### src/rtl/vfd_tspi_scanner.sv
// Grid-scanning Tri-SPI shifter for grayscale VFD dot-matrix modules: fetches pixels, serialises pixel + grid fields, sequences BLK/LAT.
// Optional gradient control pulse output enabled by defining VFD_GCP_EN.
module vfd_tspi_scanner #(
  parameter int unsigned LANES    = 3,
  parameter int unsigned PIX_BITS = 234,
  parameter int unsigned GRIDS    = 52,
  parameter int unsigned PERIOD   = 3840,
  parameter int unsigned LAT_CYC  = 5
) (
  input  logic                        CLK,
  input  logic                        RSTn,
  input  logic                        EN,
  output logic [$clog2(PIX_BITS)-1:0] PIX_IDX,
  output logic [$clog2(GRIDS)-1:0]    GRID_PAIR,
  output logic                        PIX_REQ,
  input  logic [LANES-1:0]            PIX_DATA,
  output logic [LANES-1:0]            SOUT,
  output logic                        SCK,
  output logic                        BLK,
  output logic                        LAT,
  output logic                        GCP,
  output logic                        BUSY
);

  localparam int unsigned BITS = PIX_BITS + GRIDS;
  localparam int unsigned IW   = $clog2(PIX_BITS);
  localparam int unsigned GW   = $clog2(GRIDS);
  localparam int unsigned CW   = $clog2(PERIOD);
  localparam int unsigned BW   = $clog2(BITS);
  localparam int unsigned LW   = $clog2(LAT_CYC + 1);

  if (PERIOD < 2 * BITS + LAT_CYC + 4) begin : g_period_chk
    $error("vfd_tspi_scanner: PERIOD too short to blank, latch and shift one grid");
  end

  typedef enum logic [2:0] {
    S_IDLE, S_BLANK, S_LATCH, S_UNBLANK, S_SHIFT, S_WAIT
  } state_t;

  state_t          state;
  logic [CW-1:0]   per_cnt;
  logic [LW-1:0]   lat_cnt;
  logic [BW-1:0]   bit_cnt;
  logic            phase_b;
  logic [GW-1:0]   grid;
  logic            scanned;

  logic            tick_c;
  logic            nxt_pix_c;
  logic            grid_hit_c;
  logic [BW-1:0]   nxt_bit_c;
  logic [BW-1:0]   grid_j_c;

  assign tick_c     = (per_cnt == CW'(PERIOD - 1));
  assign nxt_bit_c  = bit_cnt + BW'(1);
  assign nxt_pix_c  = (nxt_bit_c < BW'(PIX_BITS));
  assign grid_j_c   = nxt_bit_c - BW'(PIX_BITS);
  // Grid field selects the current grid and its successor; the last grid has no successor.
  assign grid_hit_c = (grid_j_c == BW'(grid)) || (grid_j_c == BW'(grid) + BW'(1));
  assign GRID_PAIR  = grid;

`ifdef VFD_GCP_EN
  localparam int unsigned GK0 = 72  * BITS / 288;
  localparam int unsigned GK1 = 144 * BITS / 288;
  localparam int unsigned GK2 = 192 * BITS / 288;
  localparam int unsigned GK3 = 216 * BITS / 288;
  localparam int unsigned GK4 = 240 * BITS / 288;
  localparam int unsigned GK5 = 256 * BITS / 288;

  function automatic logic gcp_hit(input logic [BW-1:0] n);
    return (n == BW'(GK0)) || (n == BW'(GK1)) || (n == BW'(GK2)) ||
           (n == BW'(GK3)) || (n == BW'(GK4)) || (n == BW'(GK5));
  endfunction
`else
  assign GCP = 1'b0;
`endif

  // Free-running grid period counter.
  always_ff @(posedge CLK or negedge RSTn) begin
    if (!RSTn)       per_cnt <= '0;
    else if (tick_c) per_cnt <= '0;
    else             per_cnt <= per_cnt + CW'(1);
  end

  // Scan sequencer; SCK is a divided register, SOUT changes only in phase A.
  always_ff @(posedge CLK or negedge RSTn) begin
    if (!RSTn) begin
      state   <= S_IDLE;
      lat_cnt <= '0;
      bit_cnt <= '0;
      phase_b <= 1'b0;
      grid    <= '0;
      scanned <= 1'b0;
      PIX_IDX <= '0;
      PIX_REQ <= 1'b0;
      SOUT    <= '0;
      SCK     <= 1'b0;
      BLK     <= 1'b0;
      LAT     <= 1'b0;
      BUSY    <= 1'b0;
`ifdef VFD_GCP_EN
      GCP     <= 1'b0;
`endif
    end else begin
      PIX_REQ <= 1'b0;
`ifdef VFD_GCP_EN
      GCP     <= 1'b0;
`endif
      case (state)
        S_IDLE: begin
          if (tick_c && EN) begin
            state   <= S_BLANK;
            BLK     <= 1'b1;
            scanned <= 1'b1;
          end else begin
            BLK <= scanned;
          end
        end
        S_BLANK: begin
          state   <= S_LATCH;
          LAT     <= 1'b1;
          lat_cnt <= '0;
        end
        S_LATCH: begin
          if (lat_cnt == LW'(LAT_CYC - 1)) begin
            state   <= S_UNBLANK;
            LAT     <= 1'b0;
            grid    <= (grid == GW'(GRIDS - 1)) ? '0 : grid + GW'(1);
            PIX_REQ <= 1'b1;
            PIX_IDX <= '0;
          end else begin
            lat_cnt <= lat_cnt + LW'(1);
          end
        end
        S_UNBLANK: begin
          state   <= S_SHIFT;
          BLK     <= 1'b0;
          BUSY    <= 1'b1;
          SCK     <= 1'b0;
          SOUT    <= PIX_DATA;
          bit_cnt <= '0;
          phase_b <= 1'b0;
        end
        S_SHIFT: begin
          if (!phase_b) begin
            phase_b <= 1'b1;
            SCK     <= 1'b1;
            if (nxt_pix_c) begin
              PIX_REQ <= 1'b1;
              PIX_IDX <= IW'(nxt_bit_c);
            end
          end else if (bit_cnt == BW'(BITS - 1)) begin
            state   <= S_WAIT;
            phase_b <= 1'b0;
            SCK     <= 1'b0;
            SOUT    <= '0;
            BUSY    <= 1'b0;
          end else begin
            phase_b <= 1'b0;
            SCK     <= 1'b0;
            bit_cnt <= nxt_bit_c;
            SOUT    <= nxt_pix_c ? PIX_DATA : {LANES{grid_hit_c}};
`ifdef VFD_GCP_EN
            GCP     <= gcp_hit(nxt_bit_c);
`endif
          end
        end
        S_WAIT: begin
          if (tick_c) begin
            BLK <= 1'b1;
            if (EN) state <= S_BLANK;
            else    state <= S_IDLE;
          end
        end
        default: state <= S_IDLE;
      endcase
    end
  end

endmodule

### config.mk
export PLATFORM = sky130hd
export DESIGN_NAME = vfd_tspi_scanner
export DESIGN_NICKNAME = d
export VERILOG_FILES = /design/src/rtl/vfd_tspi_scanner.sv
export SDC_FILE = /design/constraint.sdc
export NUM_CORES = 1
export LEC_CHECK = 0
export ABC_AREA = 1
export CAP_MARGIN = 10
export CELL_PAD_IN_SITES_DETAIL_PLACEMENT = 1
export CELL_PAD_IN_SITES_GLOBAL_PLACEMENT = 2
export CORE_MARGIN = 2
export CORE_UTILIZATION = 34
export DETAILED_ROUTE_END_ITERATION = 8
export GPL_ROUTABILITY_DRIVEN = 0
export PLACE_DENSITY_LB_ADDON = 0.1
export SYNTH_ARGS = -nofsm -noshare
export SYNTH_HDL_FRONTEND = slang
export SYNTH_SLANG_ARGS = --single-unit
### constraint.sdc
create_clock -name CLK -period 3.2 [get_ports CLK]
set_clock_uncertainty 0.15 [all_clocks]
set_input_delay 0.96 -clock CLK [delete_from_list [all_inputs] [get_ports CLK]]
set_output_delay 0.96 -clock CLK [all_outputs]
set_load 0.05 [all_outputs]
Word level (Yosys, flattened, before mapping)
Index checks and enable logic that the tools add are counted.
{ "classes": {"n_mux": 36, "n_lt_le_gt_ge": 1, "n_eq_ne": 20, "n_addsub": 6, "reduce_logical": 16} }
{ "ops": {"columns": ["cell", "count"], "rows": [
  ["$mux 3", 9],
  ["$mux 8", 3],
  ["$mux 9", 2],
  ["$ne 2x2->1 const B", 9],
  ["$pmux 3 s6", 1],
  ["$pmux 9 s2", 1],
  ["$pmux 8 s2", 1],
  ["$add 12x1->12 const B", 1],
  ["$eq 12x12->1 const B", 1],
  ["$mux 12", 1],
  ["$pmux 3 s2", 2],
  ["$mux 1", 10],
  ["$reduce_and 2->1", 5],
  ["$add 9x1->9 const B", 1],
  ["$eq 3x3->1 const B", 3],
  ["$eq 9x6->1", 1],
  ["$eq 9x7->1", 1],
  ["$eq 9x9->1 const B", 1],
  ["$lt 9x8->1 const B", 1],
  ["$sub 9x8->9 const B", 1],
  ["$pmux 1 s2", 4],
  ["$add 6x1->7 const B", 1],
  ["$add 6x1->6 const B", 1],
  ["$eq 3x2->1 const B", 2],
  ["13 further kinds", 16]
]} }
{ "totals": {"output_inout_bits": 23, "in_bits": 6, "word_cells": 92, "regBits": 50} }

Logic depth before layout (Yosys ltp)
{ "depth": {"word_depth": 8, "ltp_mapped": 19, "depth_no_buf": 19} }

Worst setup path before layout
OpenSTA, ideal clock, no wires.
{ "synth_path": {"path_kind": "register to register", "start": "reg bit_cnt[0]", "end": "reg PIX_IDX[0]", "stages_incl_launch_ff": 12, "path_slack_ns": 0.782, "setup_ns": 0.125, "required_time_ns": 2.925, "arrival_time_ns": 2.143, "period_less_slack_ns": 2.418, "path_buffers": 0, "cell_sequence": "dfrtp_1 > ha_1 > inv_2 > nand2_1 > and2_1 > ha_1 > nand3b_4 > nand2_2 > nand3_4 > o21ai_4 > o21ai_4 > mux2_4"} }
{ "synth_via": {"elab_chain_len": 4, "word_cells_on_any_way": 7, "classes_between": "add/sub: 1; order compare: 1; eq/ne: 1; mux: 3; reduce/logical: 1"} }
{ "synth_rtl": {"columns": ["element", "line_no", "rtl"], "rows": [
  ["start, declared", "43", "logic [BW-1:0] bit_cnt;"],
  ["start signal, assigned", "161", "bit_cnt <= nxt_bit_c;"],
  ["$add 9x1->9 *", "55", "assign nxt_bit_c = bit_cnt + BW'(1);"],
  ["$lt 9x8->1 or $mux 8 (tied branches)", "56, 148", null],
  ["$ne 2x2->1 (no line) or $mux 8 (tied branches)", null, null],
  ["$reduce_and 4->1 (no line) or $pmux 8 s2 (tied branches)", null, null],
  ["end signal, assigned", "150", "PIX_IDX <= IW'(nxt_bit_c);"],
  ["end, declared", "13", "output logic [$clog2(PIX_BITS)-1:0] PIX_IDX,"]
]} }
Mark *: on every way between the ends. The rest lies on a longest branch, timed or not. The select of a mux whose other input is x is not followed.
A chain may end at the register's enable or synchronous reset.

Worst setup path after layout
{ "layout_path": {"start": "reg grid[0] (netlist: GRID_PAIR[0])", "end": "out GRID_PAIR[0]"} }
{ "layout_lines": {"columns": ["element", "line_no", "rtl"], "rows": [
  ["start, declared", "45", "logic [GW-1:0] grid;"],
  ["start signal, assigned", "128", "grid <= (grid == GW'(GRIDS - 1)) ? '0 : grid + GW'(1);"],
  ["end, declared", "14", "output logic [$clog2(GRIDS)-1:0] GRID_PAIR,"]
]} }
No word-level cell between the ends.

==> results.toml <==
[logic_synthesis]
syn_inst = 372
synth_top_family_by_area = "simple AND/OR/NAND/NOR gates"
synth-edff-count = 0
synthFlopType = "dfrtp_1"
ys_ff_latch = 50
yosysUniqueCellTypes = 41
synth_common_cells = "nand2_1, dfrtp_1, inv_1"
ys_async_sr_fraction_pct = 100
yosys-top-cells-area = "dfrtp_1, nand2_1, inv_1, nor2_1, nand3_1"
synth_compound_area_share_pct = 8.94
synthXorXnorAreaFrac_pct = 4.70
synth_top_cell_by_area = "dfrtp_1"
avgSynthCellArea_um2 = 7.94
synth_warnings = 0
synth-simple-area-share_pct = 28.5
yosysTopAreaCellShare_pct = 42.4
syn_area_um2 = 2950
synthAdderAreaFrac_pct = 2.96
ys_seq_area_share_pct = 42.4
synth_mux_area_share_pct = 4.45
syn_nets = 385
synth.most_common_cell = "nand2_1"

[global_routing]
grt_use_total_pct = 17.0
grt_pass1_vias = 2630
grt_max_degree = 51
antenna_found_initial = 0
grt_pass1_wl_um = 13100
grt-ovfl-total = 0

[clock_tree]
cts_root_buffer = "clkbuf_8"
cts_tree = "yes"
htree_levels = 2
cts_buffers = 5
cts_sinks = 50
cts_setup_buffers = 0
cts_hold_buffers = 0
clk_latency_ps = 310
clkTransAtPathRegs_ps = 100
ctsResizeCount = 0
max-clock-path-buffers = 2

[worst_hold_path]
holdCritStartpoint = "scanned"
hp-class = "flip-flop to flip-flop"
hold_path_end = "scanned"
holdPathStages = 1

[placed_design]
pre_cts_slack_ps = 425
io_buffers = 27
hpwl_um = 5550

[floorplan]
die_w_um = 97.2
core_um2 = 8550
fp.dieH_um = 97.2
initial_utilization_pct = 34.5
rows = 34
dieArea_um2 = 9450
ios = 29

[worst_setup_path]
slowest_delay_ps = 850
crit_type = "flip-flop to output pin"
cp_num_buf_inv = 1
cp.depth = 1
critPathLaunchType = "flip-flop"
cp-end-kind = "output pin"
cp.arrival_ps = 1640
timing.rr.start = "bit_cnt[0]"
r2r_end = "PIX_IDX[3]"
worst_path_max_delay_cell = "clkdlybuf4s50_1"
path_cells = "clkdlybuf4s50_1"
critPathTopFamily = "buffers and inverters"
cp_max_fo = 6
reg2reg_slack_ps = 470
cp.required_ps = 2090
ff2ff_path_depth = 11

[drt]
drc = 0
via_count = 2439
totalWireLength_um = 7380
wl_per_cell_um = 14.4
dr.pass1.iters = 4
drt-initial-drc-count = 55
via_per_inst = 4.75
postRouteAntennaNets = 0

[sta]
relSlewSlack_pct = 58.0
report.final.slew_viol_count = 0
fmax_ghz = 0.363
finalHoldViolations = 0
finalCritPeriodShare_pct = 86.0
whs_ps = 324
timing.final.ws_setup_ps = 447
worst_pin_slew_ps = 624
grt_setup_unrepaired = "false"
setup_violations = 0
fin_setup_tns_ps = 0
fin_crit_ps = 2750

[status]
outcome = "finished clean"

[pwr]
irDropWorstVdd_mv = 0.143
p_leak_nw = 1.65
p_per_area_nw_per_um2 = 304

[finish]
layout-drive-gt1-share_pct = 11.6
fin_nets = 417
fillCellCount = 1061
insertedDiodeCount = 0
area_growth_pct = 16.6

[job]
cap_violations = 0
## report_power, final
| part | switching, mW | internal (mW) | leakage, nW |
|---|---|---|---|
| clock | 0.236 | 0.155 | 0.0452 |
| combinational | 0.0179 | 0.00768 | 0.937 |
| sequential | 0 | 0.631 | 0.669 |
| total | 0.254 | 0.794 | 1.65 |
## cell families (layout without fill, tap and decap cells)
logic type / count (synthesis) / after routing
simple gates: 187 / 187
buf+inv: 59 / 92
flops: 50 / 50
compound gates: 44 / 44
xor+xnor: 15 / 15
mux: 9 / 9
fa+ha+maj: 7 / 7
other cells: 1 / 1
## final cells by class
| cell class | instances | area (µm²) | area share (%) |
|---|---|---|---|
| multi-input combinational | 263 | 1470 | 42.6 |
| sequential | 50 | 1250 | 36.3 |
| timing repair buffer | 29 | 293 | 8.50 |
| inverter | 55 | 210 | 6.10 |
| tap | 108 | 135 | 3.92 |
| clock buffer | 6 | 72.6 | 2.11 |
| clock inverter | 2 | 13.8 | 0.400 |
## metal layers
metal	track usage [%]	up-vias	wire length [µm]	share of wire (%)
li1	-	1246	-	-
met5	0	-	0	0
met2	27.5	26	3360	46
met1	23.9	1157	3750	51
met3	2.73	10	163	2.2
met4	4.27	0	102	1.4
## registers in the layout, indices dropped and copies added, names as in the netlist
register / cells
PIX_IDX: 8
phase_b: 1
GRID_PAIR: 6
BUSY: 1
SOUT: 3
PIX_REQ: 1
bit_cnt: 9
BLK: 1
state: 3
LAT: 1
scanned: 1
per_cnt: 12
lat_cnt: 3
## worst max-delay path by stage
| stage | from | slack [ps] | end |
|---|---|---|---|
| after floorplan | bit_cnt[0] | 780 | PIX_IDX[0] |
| after CTS | bit_cnt[0] | 400 | SOUT[0] |
| after detailed placement | bit_cnt[0] | 420 | SOUT[1] |
| after global placement | bit_cnt[0] | 540 | SOUT[1] |
| final | GRID_PAIR[0] | 450 | GRID_PAIR[0] |
| after global routing | bit_cnt[0] | 220 | SOUT[0] |
## cells in the final DEF (no fill, tap or decap), drive strengths merged, types with 3 or more instances in the layout
master / synthesis / layout
dfrtp: 50 / 50
o21ai: 24 / 24
xor2: 10 / 10
o22ai: 3 / 3
nand4: 3 / 3
nand3: 33 / 33
clkinv: 2 / 4
buf: 3 / 3
ha: 7 / 7
inv: 53 / 53
nor3: 5 / 5
nand2: 97 / 97
clkdlybuf4s50: 0 / 26
mux2: 9 / 9
nor2: 45 / 45
xnor2: 5 / 5
clkbuf: 1 / 6
a21oi: 12 / 12
## stage by stage
stage / total power [mW] / area (µm²) / std cells / utilization (%)
4_1_cts: 1.06 / 3440 / 513 / 40.3
5_1_grt: 1.09 / 3440 / 513 / 40.3
3_3_place_gp: 0.671 / 3360 / 505 / 39.3
6_report: 1.05 / 3440 / 513 / 40.3
2_1_floorplan: 0.648 / 2950 / 372 / -
3_5_place_dp: 0.671 / 3360 / 505 / 39.3
## worst register-to-register path: stages, from the launching register on
cell and delay, ps:
dfrtp_1 480, ha_1 320, inv_2 60, nand2_1 70
and2_1 150, ha_1 170, nand3b_4 160, nand2_2 80
nand3_4 110, o21ai_4 80, o21ai_4 430, mux2_4 350
No activity file was read; power rests on OpenSTA's default activity.
